--- config.mk ---
export PLATFORM = sky130hd
export DESIGN_NAME = program_memory_arbiter
export DESIGN_NICKNAME = d
export VERILOG_FILES = /design/src/rtl/program_memory_arbiter.sv
export SDC_FILE = /design/constraint.sdc
export NUM_CORES = 1
export LEC_CHECK = 0
export BUFFER_PORTS_ARGS = -buffer_cell sky130_fd_sc_hd__buf_2
export CAP_MARGIN = 20
export CORE_MARGIN = 2
export CORE_UTILIZATION = 44
export CTS_CLUSTER_DIAMETER = 100
export DETAILED_ROUTE_END_ITERATION = 12
export PLACE_DENSITY = 0.81
export SYNTH_ARGS = -nofsm -noshare
export SYNTH_HDL_FRONTEND = slang
export SYNTH_SLANG_ARGS = --single-unit
--- constraint.sdc ---
create_clock -name clk -period 2.2 [get_ports clk]
set_clock_uncertainty 0.15 [all_clocks]
set_input_delay 0.22 -clock clk [delete_from_list [all_inputs] [get_ports clk]]
set_output_delay 0.22 -clock clk [all_outputs]
set_load 0.01 [all_outputs]
--- src/rtl/program_memory_arbiter.sv ---
// ---------------------------------------------------------------------------
// program_memory_arbiter
//
// Shares the single combinational read port of the program-memory ROM between
// instruction fetch (requester 0) and the debug/loader read port (requester 1).
// The grant is combinational in the request cycle. The ROM word is registered
// at the end of that cycle and returned the next cycle with a one-cycle valid
// pulse on the winning port.
//
// Arbitration:
//   FETCH_PRIORITY = 0 : round-robin. On contention the requester that did not
//                        win last time is granted.
//   FETCH_PRIORITY = 1 : fetch wins contention. After MAX_STARVE consecutive
//                        fetch grants with debug pending, debug is forced in.
//
// Optional feature (macro PROGRAM_MEMORY_ADDR_CHECK_EN):
//   A granted address that is not word aligned, or whose word index
//   addr[16:2] is >= MEMORY_DEPTH, still returns rvalid. It also raises err
//   in the same cycle and returns 0 as rdata. With the macro undefined, the
//   err outputs are tied to 0 and no check logic is built.
//
// Ports:
//   clk, reset                 rising-edge clock, synchronous active-high reset
//   ifetch_req_i/addr_i        fetch request and byte address
//   ifetch_gnt_o               combinational grant to fetch
//   ifetch_rvalid_o/rdata_o    registered fetch read-data pulse and word
//   ifetch_err_o               fetch address error, qualified by rvalid
//   dbg_*                      same set for the debug/loader port
//   mem_addr_o                 byte address to the ROM (0 when nothing is granted)
//   mem_instr_i                instruction word from the ROM
// ---------------------------------------------------------------------------
module program_memory_arbiter #(
  parameter int unsigned DATA_WIDTH     = 32,
  parameter int unsigned MEMORY_DEPTH   = 32,
  parameter int unsigned FETCH_PRIORITY = 0,
  parameter int unsigned MAX_STARVE     = 4
) (
  input  logic                  clk,
  input  logic                  reset,
  input  logic                  ifetch_req_i,
  input  logic [DATA_WIDTH-1:0] ifetch_addr_i,
  output logic                  ifetch_gnt_o,
  output logic                  ifetch_rvalid_o,
  output logic [DATA_WIDTH-1:0] ifetch_rdata_o,
  output logic                  ifetch_err_o,
  input  logic                  dbg_req_i,
  input  logic [DATA_WIDTH-1:0] dbg_addr_i,
  output logic                  dbg_gnt_o,
  output logic                  dbg_rvalid_o,
  output logic [DATA_WIDTH-1:0] dbg_rdata_o,
  output logic                  dbg_err_o,
  output logic [DATA_WIDTH-1:0] mem_addr_o,
  input  logic [DATA_WIDTH-1:0] mem_instr_i
);

  // The word index is taken from addr[16:2]. The starvation counter is 4 bits wide.
  if (DATA_WIDTH < 17 || MEMORY_DEPTH < 1 || MAX_STARVE < 1 || MAX_STARVE > 15)
  begin : g_param_check
    $error("program_memory_arbiter: illegal parameter combination");
  end

  typedef enum logic {
    GRANT_FETCH = 1'b0,
    GRANT_DBG   = 1'b1
  } grant_e;

  grant_e                r_last_grant;
  logic [3:0]            r_starve_cnt;
  logic                  r_ifetch_rvalid;
  logic                  r_dbg_rvalid;
  logic [DATA_WIDTH-1:0] r_ifetch_rdata;
  logic [DATA_WIDTH-1:0] r_dbg_rdata;

  logic                  w_ifetch_gnt;
  logic                  w_dbg_gnt;
  logic                  w_dbg_wins;
  logic [DATA_WIDTH-1:0] w_mem_addr;
  logic [DATA_WIDTH-1:0] w_capture_data;

  // Contention winner. Fetch-priority mode yields only when the starvation
  // budget is spent. Round-robin hands the port to whoever did not win last.
  assign w_dbg_wins = (FETCH_PRIORITY != 0) ? (r_starve_cnt >= 4'(MAX_STARVE))
                                            : (r_last_grant == GRANT_FETCH);

  always_comb begin
    // NOTE: every output of a combinational block gets a default first, so no
    // path leaves it unassigned and no latch is inferred.
    w_ifetch_gnt = 1'b0;
    w_dbg_gnt    = 1'b0;
    if (!reset) begin
      if (ifetch_req_i && dbg_req_i) begin
        w_dbg_gnt    = w_dbg_wins;
        w_ifetch_gnt = !w_dbg_wins;
      end else begin
        w_ifetch_gnt = ifetch_req_i;
        w_dbg_gnt    = dbg_req_i;
      end
    end
  end

  always_comb begin
    w_mem_addr = '0;
    if (w_ifetch_gnt) begin
      w_mem_addr = ifetch_addr_i;
    end else if (w_dbg_gnt) begin
      w_mem_addr = dbg_addr_i;
    end
  end

`ifdef PROGRAM_MEMORY_ADDR_CHECK_EN
  logic [14:0] w_word_idx;
  logic        w_addr_err;
  logic        r_ifetch_err;
  logic        r_dbg_err;

  assign w_word_idx     = w_mem_addr[16:2];
  assign w_addr_err     = (w_mem_addr[1:0] != 2'b00) ||
                          (32'(w_word_idx) >= 32'(MEMORY_DEPTH));
  assign w_capture_data = w_addr_err ? '0 : mem_instr_i;

  // Each err flag travels with its own rvalid and is cleared on every other cycle.
  always_ff @(posedge clk) begin
    if (reset) begin
      r_ifetch_err <= 1'b0;
      r_dbg_err    <= 1'b0;
    end else begin
      r_ifetch_err <= w_ifetch_gnt && w_addr_err;
      r_dbg_err    <= w_dbg_gnt && w_addr_err;
    end
  end

  assign ifetch_err_o = r_ifetch_err && !reset;
  assign dbg_err_o    = r_dbg_err && !reset;
`else
  assign w_capture_data = mem_instr_i;
  assign ifetch_err_o   = 1'b0;
  assign dbg_err_o      = 1'b0;
`endif

  always_ff @(posedge clk) begin
    // NOTE: sequential state uses non-blocking assignments only, so every
    // register samples the pre-edge values regardless of statement order.
    if (reset) begin
      r_last_grant    <= GRANT_DBG;  // fetch wins the first contention
      r_starve_cnt    <= 4'd0;
      r_ifetch_rvalid <= 1'b0;
      r_dbg_rvalid    <= 1'b0;
      r_ifetch_rdata  <= '0;
      r_dbg_rdata     <= '0;
    end else begin
      r_ifetch_rvalid <= w_ifetch_gnt;
      r_dbg_rvalid    <= w_dbg_gnt;

      // Only the granted port's data register moves. The other port keeps its last word.
      if (w_ifetch_gnt) begin
        r_ifetch_rdata <= w_capture_data;
        r_last_grant   <= GRANT_FETCH;
      end
      if (w_dbg_gnt) begin
        r_dbg_rdata    <= w_capture_data;
        r_last_grant   <= GRANT_DBG;
      end

      // Counts fetch grants taken while debug waits. The count clears as soon
      // as debug is served or stops asking.
      if (!dbg_req_i || w_dbg_gnt) begin
        r_starve_cnt <= 4'd0;
      end else if (w_ifetch_gnt) begin
        r_starve_cnt <= r_starve_cnt + 4'd1;
      end
    end
  end

  // While reset is high, every output reads 0, including a valid pulse that
  // was already registered in the cycle before reset.
  assign ifetch_gnt_o    = w_ifetch_gnt;
  assign dbg_gnt_o       = w_dbg_gnt;
  assign mem_addr_o      = w_mem_addr;
  assign ifetch_rvalid_o = r_ifetch_rvalid && !reset;
  assign dbg_rvalid_o    = r_dbg_rvalid && !reset;
  assign ifetch_rdata_o  = reset ? '0 : r_ifetch_rdata;
  assign dbg_rdata_o     = reset ? '0 : r_dbg_rdata;

endmodule

Yosys cells after proc, flatten, opt, wreduce, memory -nomap -nowiden --
Index checks and enable logic that the tools add are counted.
Cells by class: muxes and demuxes 8, bitwise operators 1, reduce and logical (&&, ||, !) cells 5
Operators with widths (number):
- 32-bit 2-to-1 mux | 4
- 1-bit 2-to-1 mux | 4
- 1-bit logical AND | 3
- 2-bit OR reduction | 1
- 1-bit zero test | 1
- 1-bit NOT | 1
Storage, ports and cells: register bits 67, input port bits 100, output and inout bits 102, word-level logic and storage cells 19

Depth between registers and ports, before layout --
Gate-level depths: netlist of the first run.
depth in word-level cells 5, depth in mapped cells 6, gate-level depth less buffers 3

Worst setup path before layout of the first run --
No wires, ideal clock.
kind register to output, start reg r_last_grant, end out ifetch_gnt_o, arrival time 1219 ps, data required time 1830 ps, path slack 611 ps, stages on the path, launching flop included 7, buffers on the path 3, cells stage by stage dfxtp_1 > nand2b_4 > buf_6 > and2_4 > buf_6 > buf_4 > nor2b_1
On the way: cells in the longest elaborated chain, start to end 2
Ends and longest elaborated chain:
- start, declared | RTL line 67 | grant_e r_last_grant;
- start signal, assigned | RTL line 144 | r_last_grant <= GRANT_DBG;
- start signal, assigned | RTL line 157 | r_last_grant <= GRANT_FETCH;
- start signal, assigned | RTL line 161 | r_last_grant <= GRANT_DBG;
- 1-bit 2-to-1 mux | RTL line 91 | if (ifetch_req_i && dbg_req_i) begin
- 1-bit 2-to-1 mux | RTL line 90 | if (!reset) begin
- end, declared | RTL line 42 | output logic ifetch_gnt_o,
No other way between the ends.

Worst setup path after layout of the first run --
Same ends and word-level chain as after synthesis.

==> flow_metrics.tcl, run 1 <==
set metrics [dict create \
    outcome "completed" \
    portBuffers 199 \
    routed_wl_um 8838 \
    num-fill-cells 679 \
    finalHoldViolCount 0 \
    drtIter0Drc 125 \
    final_area_sq_um 4661 \
    grt_setup_unrepaired "no" \
    postSynthAreaPerCell_sq_um 8.950 \
    critical_path_peak_fanout 26 \
    placed_area_sq_um 4418 \
    min_period_ns 2.064 \
    power_w 0.002877 \
    cts_buffer_depth 2 \
    h-tree-depth 3 \
    place_ws_ns 0.4426 \
    grt_start_max_net_pins 54 \
    cts_buffers 9 \
    vias_per_cell 4.849 \
    holdWs_ns 0.02313 \
    io_pins 202 \
    clock_latency_ns 0.33 \
    leakagePower_nw 2.475 \
    grt_overflow 0 \
    ant_nets 0 \
    area_growth_pct 37.40 \
    clkTransAtPathRegs_ns 0.07 \
    wl_per_cell_um 13.17 \
    antenna_found_initial 0 \
    slowest_stage "and2_4" \
    post-route-drc-count 0 \
    vias 3254 \
    max_clock_freq_mhz 484.5 \
    worst-setup-path-type "flop to primary output" \
    tns_ns 0 \
    critical-path-max-stage-delay_ns 0.43 \
    dr.pass1.iters 4 \
    place.gp.congestion 0.7318 \
    nNetsFinal 665 \
    synth_warnings 0 \
    ys_ff_latch 67 \
    fin_ws_ns 0.1359 \
    hold_class "input pin to flop" \
    track_usage_pct 20.64 \
    worstPathRequired_ns 1.83 \
    antennaDiodeCount 0 \
    yosysSeqAreaShare_pct 39.54 \
    ys_types 20 \
    cts_tree "yes" \
    dieArea_sq_um 8427 \
    cap_violations 0 \
    ir_drop_v 0.0004947 \
    synthesis.area_sq_um 3392 \
    power_density_nw_per_um2 617.3 \
    cp_data_arrival_time_ns 1.69 \
    drive_gt1_share_pct 44.46 \
    cp-start-kind "flop" \
    die-height_um 91.80 \
    drv_slew 0 \
    row_count 32 \
    start_util_pct 44.59 \
    critPathCaptureType "primary output" \
    grt_pass1_vias 3068 \
    cts_root_buf "clkbuf_8" \
    cp_cell_sequence "nand2b_4 -> and2_4 -> nor2b_1 -> buf_2" \
    cts.sinks 67 \
    core_area_sq_um 7607 \
    cts_resized 0 \
    grt_pass1_wl_um 14120 \
    postSynthCellCount 379 \
    period_share_pct 93.82 \
    die_w_um 91.80 \
    hpwl_um 6406 \
    setup_violations 0 \
]
-- power breakdown --
group          leakage, nW  switching, W  internal (W)
Combinational         1.83      0.000291      0.000284
Clock               0.0954      0.000446      0.000548
Sequential           0.551     0.0000185       0.00129
Total                 2.47      0.000755       0.00212
-- what timing repair did --
action	in CTS	in global routing
buffers inserted	0	0
hold buffers	5	0
hold endpoints to repair	6	0
-- sequential cells by signal, indices dropped and copies added, names as in the netlist --
| register | flops |
|---|---|
| r_dbg_rdata | 32 |
| r_dbg_rvalid | 1 |
| r_ifetch_rdata | 32 |
| r_ifetch_rvalid | 1 |
| r_last_grant | 1 |
-- Yosys cell counts, drive strengths merged --
cell type	instances	area share (%)
a21bo	1	0.30
a21boi	1	0.22
a32oi	32	8.3
and2	1	0.26
buf	21	4.0
clkbuf	17	1.9
conb	1	0.11
dfxtp	67	40
inv	18	2.0
mux2	28	10
mux2i	18	5.3
nand2	19	2.1
nand2b	38	7.2
nor2	34	3.8
nor2b	64	12
o21ai	19	2.8
-- metal layers --
metal	routed length (um)	part of all wire (%)	GRT usage, %	vias up
li1	-	-	-	1628
met1	4023	46	27.81	1503
met2	4164	47	32.84	117
met3	609	6.9	5.998	6
met4	42	0.48	4.726	0
met5	0	0	0	-
-- worst paths after layout --
path	start	to	slack, ns	cells after the start
max	r_last_grant	ifetch_gnt_o	0.14	4
min	mem_instr_i[10]	r_ifetch_rdata[10]	0.02	3
max reg2reg	r_last_grant	r_ifetch_rdata[8]	0.45	4
min reg2reg	r_ifetch_rdata[9]	r_ifetch_rdata[9]	0.34	2
-- stage by stage --
step | std cells | utilization, %
after CTS | 671 | 61.27
after detailed placement | 651 | 58.08
final | 671 | 61.27
after global routing | 671 | 61.27
after global placement | 651 | 58.08
after floorplan | 380 | -
-- kinds of logic after synthesis --
group	synth area share [%]
AO/OA/AOI/OAI	11.58
flip-flops	39.54
AND/OR/NAND/NOR	25.16
buffers and inverters	7.894
multiplexers	15.71
other	0.1106
-- cell usage in the layout, fill, tap and decap left out, types with 18 or more instances in the layout --
master and n:
nand2b_1 37, nand2_1 19, a32oi_1 32, buf_2 198, o21ai_0 19, nor2_1 34
dfxtp_1 67, mux2i_1 18, inv_1 18, mux2_2 18, nor2b_1 64
-- area by class of cell --
type	instances	area (sq um)	area share [%]
inverters	18	67.56	1.450
clock inverters	4	51.30	1.101
multi-input cells	257	1798	38.58
flip-flops and latches	67	1341	28.78
well taps	102	127.6	2.738
clock buffers	11	141.4	3.034
repair buffers	212	1134	24.32
-- critical path, delay by kind of cell, from the launching register on --
family        cells  cell delay, ns
buf+inv           1            0.14
simple gates      3            0.78
flops             1            0.42
Note: power is estimated with default switching activity, not from simulation.
==> run 2: changes to the inputs <==
--- a/config.mk
+++ b/config.mk
@@ -12,6 +12,7 @@
 export CTS_CLUSTER_DIAMETER = 100
 export DETAILED_ROUTE_END_ITERATION = 12
 export PLACE_DENSITY = 0.81
+export RECOVER_POWER = 50
 export SYNTH_ARGS = -nofsm -noshare
 export SYNTH_HDL_FRONTEND = slang
 export SYNTH_SLANG_ARGS = --single-unit
==> run 2 against run 1 <==
Effect of this change:
- wire length about the same
- combinational power down 3%
- count of clock-buffer cells in the layout unchanged
- register-to-register slack better by 0.07 ns
- total power down 0.63%
- highest routed layer unchanged
==> flow_metrics.tcl, run 2 (synthesis gave the netlist of run 1 again) <==
set metrics [dict create \
    post-route-drc-count 0 \
    h-tree-depth 3 \
    final_cell_mix "buf_2, dfxtp_1, nor2b_1" \
    max_clock_freq_mhz 497.9 \
    vias_per_cell 4.846 \
    critical_path_peak_fanout 46 \
    layout_commonest_cell "buf_2" \
    area_growth_pct 34.71 \
    cp-start-kind "flop" \
    antenna_found_initial 0 \
    die_w_um 91.80 \
    start_util_pct 44.59 \
    final_area_sq_um 4569 \
    cts_buffer_depth 2 \
    cts_root_buf "clkbuf_8" \
    grt_setup_unrepaired "no" \
    row_count 32 \
    antennaDiodeCount 0 \
    finalHoldViolCount 0 \
    period_share_pct 91.30 \
    clock_latency_ns 0.33 \
    post-cts-setup-buffers 0 \
    final-seq-area_sq_um 1341 \
    routed_wl_um 8830 \
    min_period_ns 2.009 \
    grt_pass1_vias 3068 \
    dieArea_sq_um 8427 \
    power.switching_w 0.0007523 \
    maxSlewHeadroom_pct 53.38 \
    wl_per_cell_um 13.16 \
    nNetsFinal 665 \
    biggestRegsByFlops "r_dbg_rdata: 32 flops, r_ifetch_rdata: 32 flops" \
    cts.sinks 67 \
    pwr-share-comb_pct 19.5 \
    p_sw_share_pct 26.31 \
    grt_pass1_wl_um 14120 \
    num-fill-cells 709 \
    worst-setup-path-type "flop to primary output" \
    setup_violations 0 \
    grt_start_max_net_pins 54 \
    placed_area_sq_um 4418 \
    dr.pass1.iters 4 \
    clkTransAtPathRegs_ns 0.07 \
    p_seq_share_pct 45.7 \
    grt_overflow 0 \
    die-height_um 91.80 \
    tns_ns 0 \
    drtIter0Drc 137 \
    place.gp.congestion 0.7318 \
    io_pins 202 \
    power_density_nw_per_um2 625.6 \
    p_clk_share_pct 34.7 \
    leakagePower_nw 2.280 \
    core_area_sq_um 7607 \
    cts_buffers 9 \
    worstPathRequired_ns 1.83 \
    vias 3252 \
    hold_class "input pin to flop" \
    critPathCaptureType "primary output" \
    power_w 0.002859 \
    max_slew.worst_pin.slew_ns 0.6994 \
    outcome "completed" \
    cp_data_arrival_time_ns 1.64 \
    drv_slew 0 \
    cap_violations 0 \
    hpwl_um 6406 \
    ir_drop_v 0.0004910 \
    ant_nets 0 \
    cts_tree "yes" \
    track_usage_pct 20.64 \
    drive_gt1_share_pct 36.73 \
    multi_input_area_sq_um 1779 \
    internal_power_w 0.002106 \
    portBuffers 199 \
]
[run 2: timing repair]
| action | CTS | global route |
|---|---|---|
| hold buffers | 5 | 0 |
| endpoints found under the hold margin | 6 | 0 |
| resized for setup | 0 | 0 |
[run 2: final timing paths]
path                                         from                 to  slack (ns)  cells after the start
worst max register to register       r_last_grant  r_ifetch_rdata[8]        0.52                      4
worst max-delay path                 r_last_grant     mem_addr_o[18]        0.19                      5
worst min-delay path                    dbg_req_i       r_last_grant       0.006                      3
worst min register to register  r_ifetch_rdata[9]  r_ifetch_rdata[9]        0.34                      2
[run 2: power groups by stage]
| stage | clock network, W | logic [W] | registers [W] |
|---|---|---|---|
| global placement | 0 | 0.000553 | 0.00133 |
| finish | 0.000993 | 0.000558 | 0.00131 |
| global route | 0.00109 | 0.000615 | 0.00131 |
| floorplan | 0 | 0.000358 | 0.00133 |
| detailed placement | 0 | 0.000567 | 0.00134 |
| CTS | 0.00103 | 0.000576 | 0.00131 |
[run 2: worst max-delay path, cell delays in order, from the launching register on]
cell and delay, ns:
dfxtp_1 0.33, a21boi_0 0.30, buf_12 0.28, a32oi_1 0.08, nor2_1 0.15, buf_2 0.16
[run 2: stage by stage]
step	setup WS, ns	hold WS, ns	std cells	utilization [%]
final	0.1914	0.006292	671	60.07
after global routing	0.02665	0.01018	671	60.07
after CTS	0.07964	0.002118	671	61.27
after detailed placement	0.4426	0.3293	651	58.08
after global placement	0.5197	0.3201	651	58.08
after floorplan	0.6114	0.2069	380	-
[run 2: per-layer routing]
layer	track usage [%]	part of all wire, %
met2	32.84	47
met4	4.726	0.65
met1	27.81	45
met5	0	0
met3	5.998	6.9
[run 2: area by class of cell]
cell class / count / area share, %
multi-input combinational: 257 / 38.94
inverter: 18 / 1.479
clock inverter: 4 / 1.123
timing repair buffer: 212 / 23.22
clock buffer: 11 / 3.094
tap: 102 / 2.793
sequential: 67 / 29.35
==> run 3: changes to the inputs <==
--- a/config.mk
+++ b/config.mk
@@ -13,6 +13,7 @@
 export DETAILED_ROUTE_END_ITERATION = 12
 export PLACE_DENSITY = 0.81
 export RECOVER_POWER = 50
+export REMOVE_ABC_BUFFERS = 1
 export SYNTH_ARGS = -nofsm -noshare
 export SYNTH_HDL_FRONTEND = slang
 export SYNTH_SLANG_ARGS = --single-unit
==> run 3 against run 2 <==
Effect of this change:
- critical path depth is 1 lower
- sequential share of layout area is 0.10 points higher
- largest power group unchanged
- largest cell class unchanged
- critical endpoint is now dbg_rdata_o[15]
- first-iteration DRC count is 30% lower
- via count up 1.0%
==> flow_metrics.tcl, run 3 (synthesis gave the netlist of run 1 again) <==
set metrics [dict create \
    outcome "completed" \
    dr.pass1.iters 4 \
    cts_buffer_depth 2 \
    cap_violations 0 \
    antennaDiodeCount 0 \
    r2r-end "r_ifetch_rdata[27]" \
    num-fill-cells 736 \
    cts_root_buf "clkbuf_8" \
    drv_slew 0 \
    portBuffers 199 \
    max_clock_freq_mhz 504.1 \
    cp-startpoint "reset" \
    finalHoldViolCount 0 \
    drtIter0Drc 96 \
    grt_overflow 0 \
    core_area_sq_um 7607 \
    min_period_ns 1.984 \
    power_density_nw_per_um2 610.4 \
    hold_path.startpoint "mem_instr_i[10]" \
    h-tree-depth 3 \
    period_share_pct 90.16 \
    post-route-drc-count 0 \
    crit_top_cell "clkbuf_2" \
    cts_tree "yes" \
    cp_data_arrival_time_ns 1.61 \
    critPathTopFamily "buffers and inverters" \
    max_slew.worst_pin.slew_ns 0.7390 \
    ir_drop_v 0.0004502 \
    worstPathRequired_ns 1.83 \
    cts-hold-fix-buffers 0 \
    track_usage_pct 21.61 \
    area_growth_pct 34.23 \
    crit_buf_inv 3 \
    grt_setup_unrepaired "no" \
    hpwl_um 7067 \
    antenna_found_initial 0 \
    layout_commonest_cell "buf_2" \
    leakagePower_nw 2.263 \
    maxSlewHeadroom_pct 50.73 \
    setup_violations 0 \
    start_util_pct 44.59 \
    vias 3285 \
    die_w_um 91.80 \
    r2r_setup_slack_ns 0.46 \
    r2r_start "r_last_grant" \
    cts.sinks 67 \
    final_cell_mix "buf_2, dfxtp_1, nor2b_1" \
    cp_cell_sequence "clkbuf_2 -> clkbuf_2 -> nor2b_1 -> buf_2" \
    holdWs_ns 0.03175 \
    cts_buffers 9 \
    whs_path_depth 3 \
    vias_per_cell 4.874 \
    grt_pass1_vias 3098 \
    io_pins 202 \
    grt_start_max_net_pins 42 \
    wl_per_cell_um 14.25 \
    biggestRegsByFlops "r_dbg_rdata: 32 flops, r_ifetch_rdata: 32 flops" \
    hold_class "input pin to flop" \
    cp-start-kind "input pin" \
    worst-setup-path-type "input pin to primary output" \
    place_ws_ns 0.3030 \
    clock_latency_ns 0.32 \
    critical-path-max-stage-delay_ns 0.56 \
    nNetsFinal 667 \
    place.gp.congestion 0.9202 \
    critical_path_peak_fanout 41 \
    drive_gt1_share_pct 35.84 \
    min_to "r_ifetch_rdata[10]" \
    ant_nets 0 \
    row_count 32 \
    reg2reg_depth 4 \
    die-height_um 91.80 \
    clkTransAtPathRegs_ns 0.07 \
    dieArea_sq_um 8427 \
    critPathCaptureType "primary output" \
    fin_ws_ns 0.2164 \
    slowest_stage "clkbuf_2" \
    grt_pass1_wl_um 14670 \
    routed_wl_um 9606 \
]
-- run 3: cell count changes in the layout (fill, tap and decap cells not counted), sizes merged --
cell and delta:
and2 +1, buf -2, bufinv -1, clkbuf +11, clkinvlp -1, dlygate4sd3 -5
-- run 3: final cells by class --
cell class                 count  area (sq um)  share of cell area [%]
multi-input combinational    258          1787                   39.24
sequential                    67          1341                   29.46
timing repair buffer         213          1057                   23.22
clock buffer                  14         162.7                   3.572
tap                          102         127.6                   2.803
inverter                      18         67.56                   1.484
clock inverter                 2         10.01                  0.2198
-- run 3: how the worst max path moves through the flow --
| stage | end | cells past startpoint | slack (ns) |
|---|---|---|---|
| 2_1_floorplan | r_dbg_rdata[17] | 2 | -1.59 |
| 3_3_place_gp | mem_addr_o[12] | 6 | 0.38 |
| 3_5_place_dp | r_ifetch_rdata[11] | 4 | 0.30 |
| 4_1_cts | mem_addr_o[22] | 5 | 0.04 |
| 5_1_grt | dbg_rdata_o[7] | 4 | 0.05 |
| 6_report | dbg_rdata_o[15] | 4 | 0.22 |
-- run 3: routing by layer --
layer	GRT usage (%)	part of all wire [%]	wire [um]
met1	26.31	42	3989
met3	5.177	8.2	792
met2	36.58	48	4636
met4	8.955	2.0	188
met5	0	0	0
-- run 3: per-stage QoR --
| step | setup TNS [ns] | util [%] | cell area [sq um] | cells | power, W |
|---|---|---|---|---|---|
| after floorplan | -70.85 | - | 3196 | 342 | 0.001630 |
| after global placement | 0 | 58.27 | 4433 | 653 | 0.001902 |
| after detailed placement | 0 | 58.27 | 4433 | 653 | 0.001918 |
| after CTS | 0 | 60.64 | 4613 | 670 | 0.002819 |
| after global routing | 0 | 59.85 | 4553 | 674 | 0.002916 |
| final | 0 | 59.85 | 4553 | 674 | 0.002779 |
-- run 3: worst reg2reg max path, stage by stage, from the launching register on --
cell and delay (ns):
dfxtp_1 0.43, nand2b_4 0.20, buf_4 0.12, and2_2 0.41
mux2_4 0.34
-- run 3: power by group --
part	internal (W)	switching (W)
logic	0.000269	0.000307
clock network	0.000469	0.000426
registers	0.00129	0.0000187
-- run 3: timing repair --
action / 4_1_cts / 5_1_grt
gates cloned: 1 / 0
pin swaps: 1 / 1
setup endpoints to repair: 1 / 9
buffers inserted: 0 / 4
gates resized for setup: 0 / 0
hold endpoints to repair: 0 / 0
